**config.mk**
```make
export PLATFORM = sky130hd
export DESIGN_NAME = gpu_pixel_queue
export DESIGN_NICKNAME = d
export VERILOG_FILES = /design/src/rtl/gpu_pixel_queue.sv
export SDC_FILE = /design/constraint.sdc
export NUM_CORES = 1
export LEC_CHECK = 0
export CAP_MARGIN = 20
export CORE_MARGIN = 2
export CORE_UTILIZATION = 53
export DETAILED_ROUTE_END_ITERATION = 8
export PLACE_DENSITY = 0.72
export SYNTH_ARGS = -nofsm -noshare
export SYNTH_HDL_FRONTEND = slang
export SYNTH_SLANG_ARGS = --single-unit
```
**constraint.sdc**
```tcl
create_clock -name clk -period 4.95 [get_ports clk]
set_input_delay 0.99 -clock clk [delete_from_list [all_inputs] [get_ports clk]]
set_output_delay 0.99 -clock clk [all_outputs]
set_load 0.005 [all_outputs]
```
**src/rtl/gpu_pixel_queue.sv**
```systemverilog
// rtl/gpu_pixel_queue.sv - elastic pixel FIFO with paced memory-controller write strobes and end-of-frame flush
module gpu_pixel_queue #(
  parameter int DEPTH        = 8,
  parameter int WRITE_GAP    = 1,
  parameter int H_RES        = 640,
  parameter int V_RES        = 480,
  parameter int CHANNEL_BITS = 8,
  parameter int WIDTH_BITS   = 10,
  parameter int HEIGHT_BITS  = 9
) (
  input  logic                          clk,
  input  logic                          rst,
  input  logic                          pix_valid_i,
  output logic                          pix_ready_o,
  input  logic [CHANNEL_BITS-1:0]       r_i,
  input  logic [CHANNEL_BITS-1:0]       g_i,
  input  logic [CHANNEL_BITS-1:0]       b_i,
  input  logic [WIDTH_BITS-1:0]         x_i,
  input  logic [HEIGHT_BITS-1:0]        y_i,
  input  logic                          frame_done_i,
  output logic                          data_ready_o,
  output logic [CHANNEL_BITS-1:0]       rdata,
  output logic [CHANNEL_BITS-1:0]       gdata,
  output logic [CHANNEL_BITS-1:0]       bdata,
  output logic [WIDTH_BITS-1:0]         adddatax,
  output logic [HEIGHT_BITS-1:0]        adddatay,
  output logic                          flush,
  output logic                          busy,
  output logic [$clog2(DEPTH):0]        count_o,
  output logic [15:0]                   drop_cnt_o
);

  localparam int AW = $clog2(DEPTH);
  localparam int CW = $clog2(DEPTH) + 1;
  localparam int GW = (WRITE_GAP > 0) ? $clog2(WRITE_GAP + 1) : 1;
  localparam int XW = WIDTH_BITS + 1;
  localparam int YW = HEIGHT_BITS + 1;

  localparam logic [CW-1:0] DEPTH_C = CW'(DEPTH);
  localparam logic [GW-1:0] GAP_C   = GW'(WRITE_GAP);
  localparam logic [XW-1:0] H_LIM   = XW'(H_RES);
  localparam logic [YW-1:0] V_LIM   = YW'(V_RES);

  typedef struct packed {
    logic [CHANNEL_BITS-1:0] r;
    logic [CHANNEL_BITS-1:0] g;
    logic [CHANNEL_BITS-1:0] b;
    logic [WIDTH_BITS-1:0]   x;
    logic [HEIGHT_BITS-1:0]  y;
  } pix_t;

  typedef enum logic [1:0] {
    ST_ACCEPT = 2'd0,
    ST_DRAIN  = 2'd1,
    ST_FLUSH  = 2'd2
  } state_e;

  state_e          state_q, state_d;
  logic [AW-1:0]   wr_ptr_q, wr_ptr_d;
  logic [AW-1:0]   rd_ptr_q, rd_ptr_d;
  logic [CW-1:0]   count_q, count_d;
  logic [GW-1:0]   gap_q, gap_d;
  logic            dr_q, dr_d;
  pix_t            out_q, out_d;
  logic [15:0]     drop_q, drop_d;
  pix_t            mem_q [DEPTH];

  pix_t            in_pix;
  pix_t            head_pix;
  logic            in_range;
  logic            push;
  logic            store;
  logic            drop;
  logic            pop;
  logic            drain_done;

  assign in_pix   = '{r: r_i, g: g_i, b: b_i, x: x_i, y: y_i};
  assign head_pix = mem_q[rd_ptr_q];

  // Out-of-range pixels are still handshaked so the rasterizer never stalls on them.
  assign in_range = ({1'b0, x_i} < H_LIM) && ({1'b0, y_i} < V_LIM);
  assign push     = pix_valid_i && pix_ready_o;
  assign store    = push && in_range;
  assign drop     = push && !in_range;

  // A pop only looks at registered occupancy, so a pixel pushed this cycle leaves next cycle at the earliest.
  assign pop = (count_q != '0) && (gap_q == '0);

  // Drain is complete only once the last strobe and its trailing gap are both over.
  assign drain_done = (count_q == '0) && !dr_q && (gap_q == '0);

  // FSM state register.
  always_ff @(posedge clk) begin
    if (rst) begin
      state_q <= ST_ACCEPT;
    end else begin
      state_q <= state_d;
    end
  end

  // FSM next state plus the ready/flush outputs it owns.
  always_comb begin
    state_d     = state_q;
    pix_ready_o = 1'b0;
    flush       = 1'b0;
    case (state_q)
      ST_ACCEPT: begin
        pix_ready_o = !rst && (count_q < DEPTH_C);
        if (frame_done_i) begin
          state_d = ST_DRAIN;
        end
      end
      ST_DRAIN: begin
        if (drain_done) begin
          state_d = ST_FLUSH;
        end
      end
      ST_FLUSH: begin
        flush   = 1'b1;
        state_d = ST_ACCEPT;
      end
      default: begin
        state_d = ST_ACCEPT;
      end
    endcase
  end

  // Next-state for pointers, occupancy, pacing counter, output registers and drop counter.
  always_comb begin
    wr_ptr_d = wr_ptr_q;
    rd_ptr_d = rd_ptr_q;
    count_d  = count_q;
    gap_d    = gap_q;
    dr_d     = pop;
    out_d    = out_q;
    drop_d   = drop_q;

    if (store) begin
      wr_ptr_d = wr_ptr_q + AW'(1);
    end

    if (pop) begin
      rd_ptr_d = rd_ptr_q + AW'(1);
      out_d    = head_pix;
      gap_d    = GAP_C;
    end else if (gap_q != '0) begin
      gap_d = gap_q - GW'(1);
    end

    case ({store, pop})
      2'b10:   count_d = count_q + CW'(1);
      2'b01:   count_d = count_q - CW'(1);
      default: count_d = count_q;
    endcase

    if (drop && (drop_q != 16'hFFFF)) begin
      drop_d = drop_q + 16'd1;
    end
  end

  // Control and output registers; everything visible outside clears on reset.
  always_ff @(posedge clk) begin
    if (rst) begin
      wr_ptr_q <= '0;
      rd_ptr_q <= '0;
      count_q  <= '0;
      gap_q    <= '0;
      dr_q     <= 1'b0;
      out_q    <= '0;
      drop_q   <= '0;
    end else begin
      wr_ptr_q <= wr_ptr_d;
      rd_ptr_q <= rd_ptr_d;
      count_q  <= count_d;
      gap_q    <= gap_d;
      dr_q     <= dr_d;
      out_q    <= out_d;
      drop_q   <= drop_d;
    end
  end

  // FIFO storage; contents need no reset because occupancy gates every read.
  always_ff @(posedge clk) begin
    if (store) begin
      mem_q[wr_ptr_q] <= in_pix;
    end
  end

  assign data_ready_o = dr_q;
  assign rdata        = out_q.r;
  assign gdata        = out_q.g;
  assign bdata        = out_q.b;
  assign adddatax     = out_q.x;
  assign adddatay     = out_q.y;
  assign count_o      = count_q;
  assign drop_cnt_o   = drop_q;
  assign busy         = (state_q != ST_ACCEPT) || (count_q != '0) || dr_q;

endmodule
```
==> flow_metrics.tcl <==
set metrics [dict create \
    status "completed" \
    drc_errors 0 \
    critical_path.max_fanout 27 \
    core_um2 29600 \
    viasPerCell 5.82 \
    post_cts_buffers 0 \
    yosysMostFrequentCell "edfxtp_1" \
    grt_antenna_before_repair 0 \
    holdBufCountCts 0 \
    slowest_delay_ns 0.63 \
    synthTopCellsByCount "edfxtp_1, mux4_2, dfxtp_1" \
    drive_above_1_share 0.192 \
    slowest_stage "nor2_4" \
    io_pins 114 \
    p_seq_frac 0.474 \
    synth_ff_type "edfxtp_1" \
    n_antenna_cell 0 \
    ys_seq_elements 416 \
    die_y_um 177 \
    synth_top_family_by_area "multiplexers" \
    clock_latency_ns 0.54 \
    vias 8054 \
    swShare 0.251 \
    p_clk_frac 0.348 \
    worst_pin_slew_ns 0.987 \
    ys_types 46 \
    max_freq_mhz 287 \
    die_area_um2 31300 \
    dr.pass1.iters 4 \
    finalPower_mw 8.95 \
    wirelength_um 30700 \
    netlist_top_cells_area "edfxtp_1, mux4_2, dfxtp_1" \
    gp_congestion 0.803 \
    yosysTopAreaCell "edfxtp_1" \
    yosysWarnings 0 \
    fin_nets 1012 \
    p_leak_nw 5.86 \
    yosys.area_share.simple 0.0460 \
    clk_pin_slew_worst_paths_ns 0.06 \
    synth_top_area_frac 0.652 \
    min_path_type "flip-flop to flip-flop" \
    finalSetupTns_ns 0 \
    area_growth_pct 19.3 \
    dp_hpwl_um 17300 \
    critPathLaunchType "input port" \
    gr-total-overflow 0 \
    numPlacedInstances 1305 \
    dpl_cell_area_um2 17500 \
    synthXorXnorAreaFrac 0.00276 \
    cts_tree "yes" \
    synthArstFlopShare 0 \
    synth_edf_count 344 \
    clock_skew_ns 0.0188 \
    critPathTopFamily "simple AND/OR/NAND/NOR gates" \
    fp-row-count 63 \
    wire_per_inst_um 22.2 \
    stdcell_count 1383 \
    fin_crit_sh 0.703 \
    fin_area_um2 18900 \
    worstPathBufferInverterCount 2 \
    synth_compound_area_frac 0.0339 \
    clock_path_buffers 3 \
    setup-violations-final 0 \
    synth.yosys.seq_area_share 0.743 \
    grt_usage 0.203 \
    required_ns 5.17 \
    syn_area_um2 15800 \
    timing.slew.headroom 0.342 \
    synth_fa_ha_area_frac 0.00474 \
    grt_pass1_wl_um 48000 \
    syn_avg_cell_area_um2 19.0 \
    cp_cell_sequence "clkdlybuf4s50_1 -> o21a_1 -> nand4bb_1 -> nand2b_1 -> nor2_4 -> buf_12" \
    numCtsBuffers 42 \
    min_period_ns 3.48 \
    syn_inst 833 \
    worstSetupPathType "input port to flip-flop" \
    power_density_nw_per_um2 473 \
    end_kind "flip-flop" \
    grt_pass1_vias 8281 \
    syn-num-nets 886 \
    portBuffers 113 \
    worstPathArrival_ns 3.70 \
    h-tree-depth 2 \
    die-width_um 177 \
    clock-sinks 416 \
    grt_start_max_net_pins 79 \
    final.fill_count 2083 \
    p_int_mw 6.70 \
    power.net_switching_mw 2.25 \
    rsz0062_at_grt "no" \
    cts_resized 0 \
    ir_drop_uv 262 \
    p_comb_frac 0.178 \
    ctsRootBufferMaster "clkbuf_16" \
    dr.first_iter.drc_count 584 \
    hold_viol_final 0 \
    route.antenna.remaining_nets 0 \
    slew_violations 0 \
    initial_core_util 0.536 \
    utilization 0.640 \
    synth.area.mux_share 0.156 \
    max_cap_viol_count 0 \
]
-- worst paths after layout --
path / slack [ns] / depth (start not counted) / start / endpoint
setup / recovery: 1.47 / 6 / x_i[8] / mem_q[2][39]
hold / removal: 0.49 / 2 / wr_ptr_q[0] / wr_ptr_q[0]
setup reg to reg: 1.96 / 5 / state_q[0] / mem_q[2][39]
hold reg to reg: 0.49 / 2 / wr_ptr_q[0] / wr_ptr_q[0]
-- registers in the layout, summed over array words and instances (netlist names) --
name        flops
rdata           8
adddatay        9
wr_ptr_q        3
mem_q         344
gdata           8
count_o         4
rd_ptr_q        3
drop_cnt_o     16
state_q         2
bdata           8
gap_q           1
adddatax       10
-- area by class of cell --
class                           instances  area, um2  share of cell area
Inverter                                4       16.3            0.000860
Timing Repair Buffer                  131       1330              0.0701
Sequential cell                       416      11800               0.623
Tap cell                              390        488              0.0258
Clock buffer                           53       1130              0.0599
Multi-Input combinational cell        364       3920               0.208
Clock inverter                         25        240              0.0127
-- cells in the final DEF, fill, tap and decap left out, types with 9 or more instances in the layout --
cell / n
buf_4: 14
clkinv_1: 10
edfxtp_1: 344
nor2b_1: 9
a21oi_1: 16
clkbuf_16: 42
nor2_1: 56
clkdlybuf4s50_1: 112
a211oi_1: 43
mux2i_1: 46
mux4_2: 86
nand2_1: 11
dfxtp_1: 69
-- worst min-delay path: cells and delay by family (launching register included) --
| family | cells | cell delay [ns] |
|---|---|---|
| DFF | 1 | 0.33 |
| and+or+nand+nor | 1 | 0.06 |
| AOI/OAI and AO/OA | 1 | 0.05 |
-- power by group through the flow --
stage	clock network (mW)	logic, mW	registers, mW
3_3_place_gp	0	1.59	4.31
2_1_floorplan	0	1.14	4.15
4_1_cts	3.18	1.63	4.25
5_1_grt	3.31	1.76	4.28
3_5_place_dp	0	1.61	4.32
6_report	3.11	1.59	4.24
-- cell families (layout without fill, tap and decap cells) --
family / after synthesis / after routing
adders and majority gates: 6 / 6
DFF: 416 / 416
buffers and inverters: 53 / 213
muxes: 138 / 138
AOI/OAI and AO/OA: 76 / 76
and+or+nand+nor: 139 / 139
xor gates and xnor gates: 5 / 5
-- routing by layer --
| metal | wire [um] | part of all wire | GRT usage | vias up |
|---|---|---|---|---|
| met5 | 0 | 0 | 0 | - |
| met4 | 484 | 0.016 | 0.0489 | 0 |
| met3 | 1810 | 0.059 | 0.0367 | 45 |
| met2 | 15300 | 0.50 | 0.344 | 242 |
| met1 | 13100 | 0.43 | 0.276 | 4111 |
| li1 | - | - | - | 3656 |
-- through the flow --
stage / hold slack, ns / setup WS, ns
finish: 0.489 / 1.47
global route: 0.513 / 1.28
CTS: 0.483 / 1.43
detailed placement: 0.475 / 0.859
global placement: 0.476 / 0.930
floorplan: 0.454 / 0.775
No activity file was read; power rests on OpenSTA's default activity.
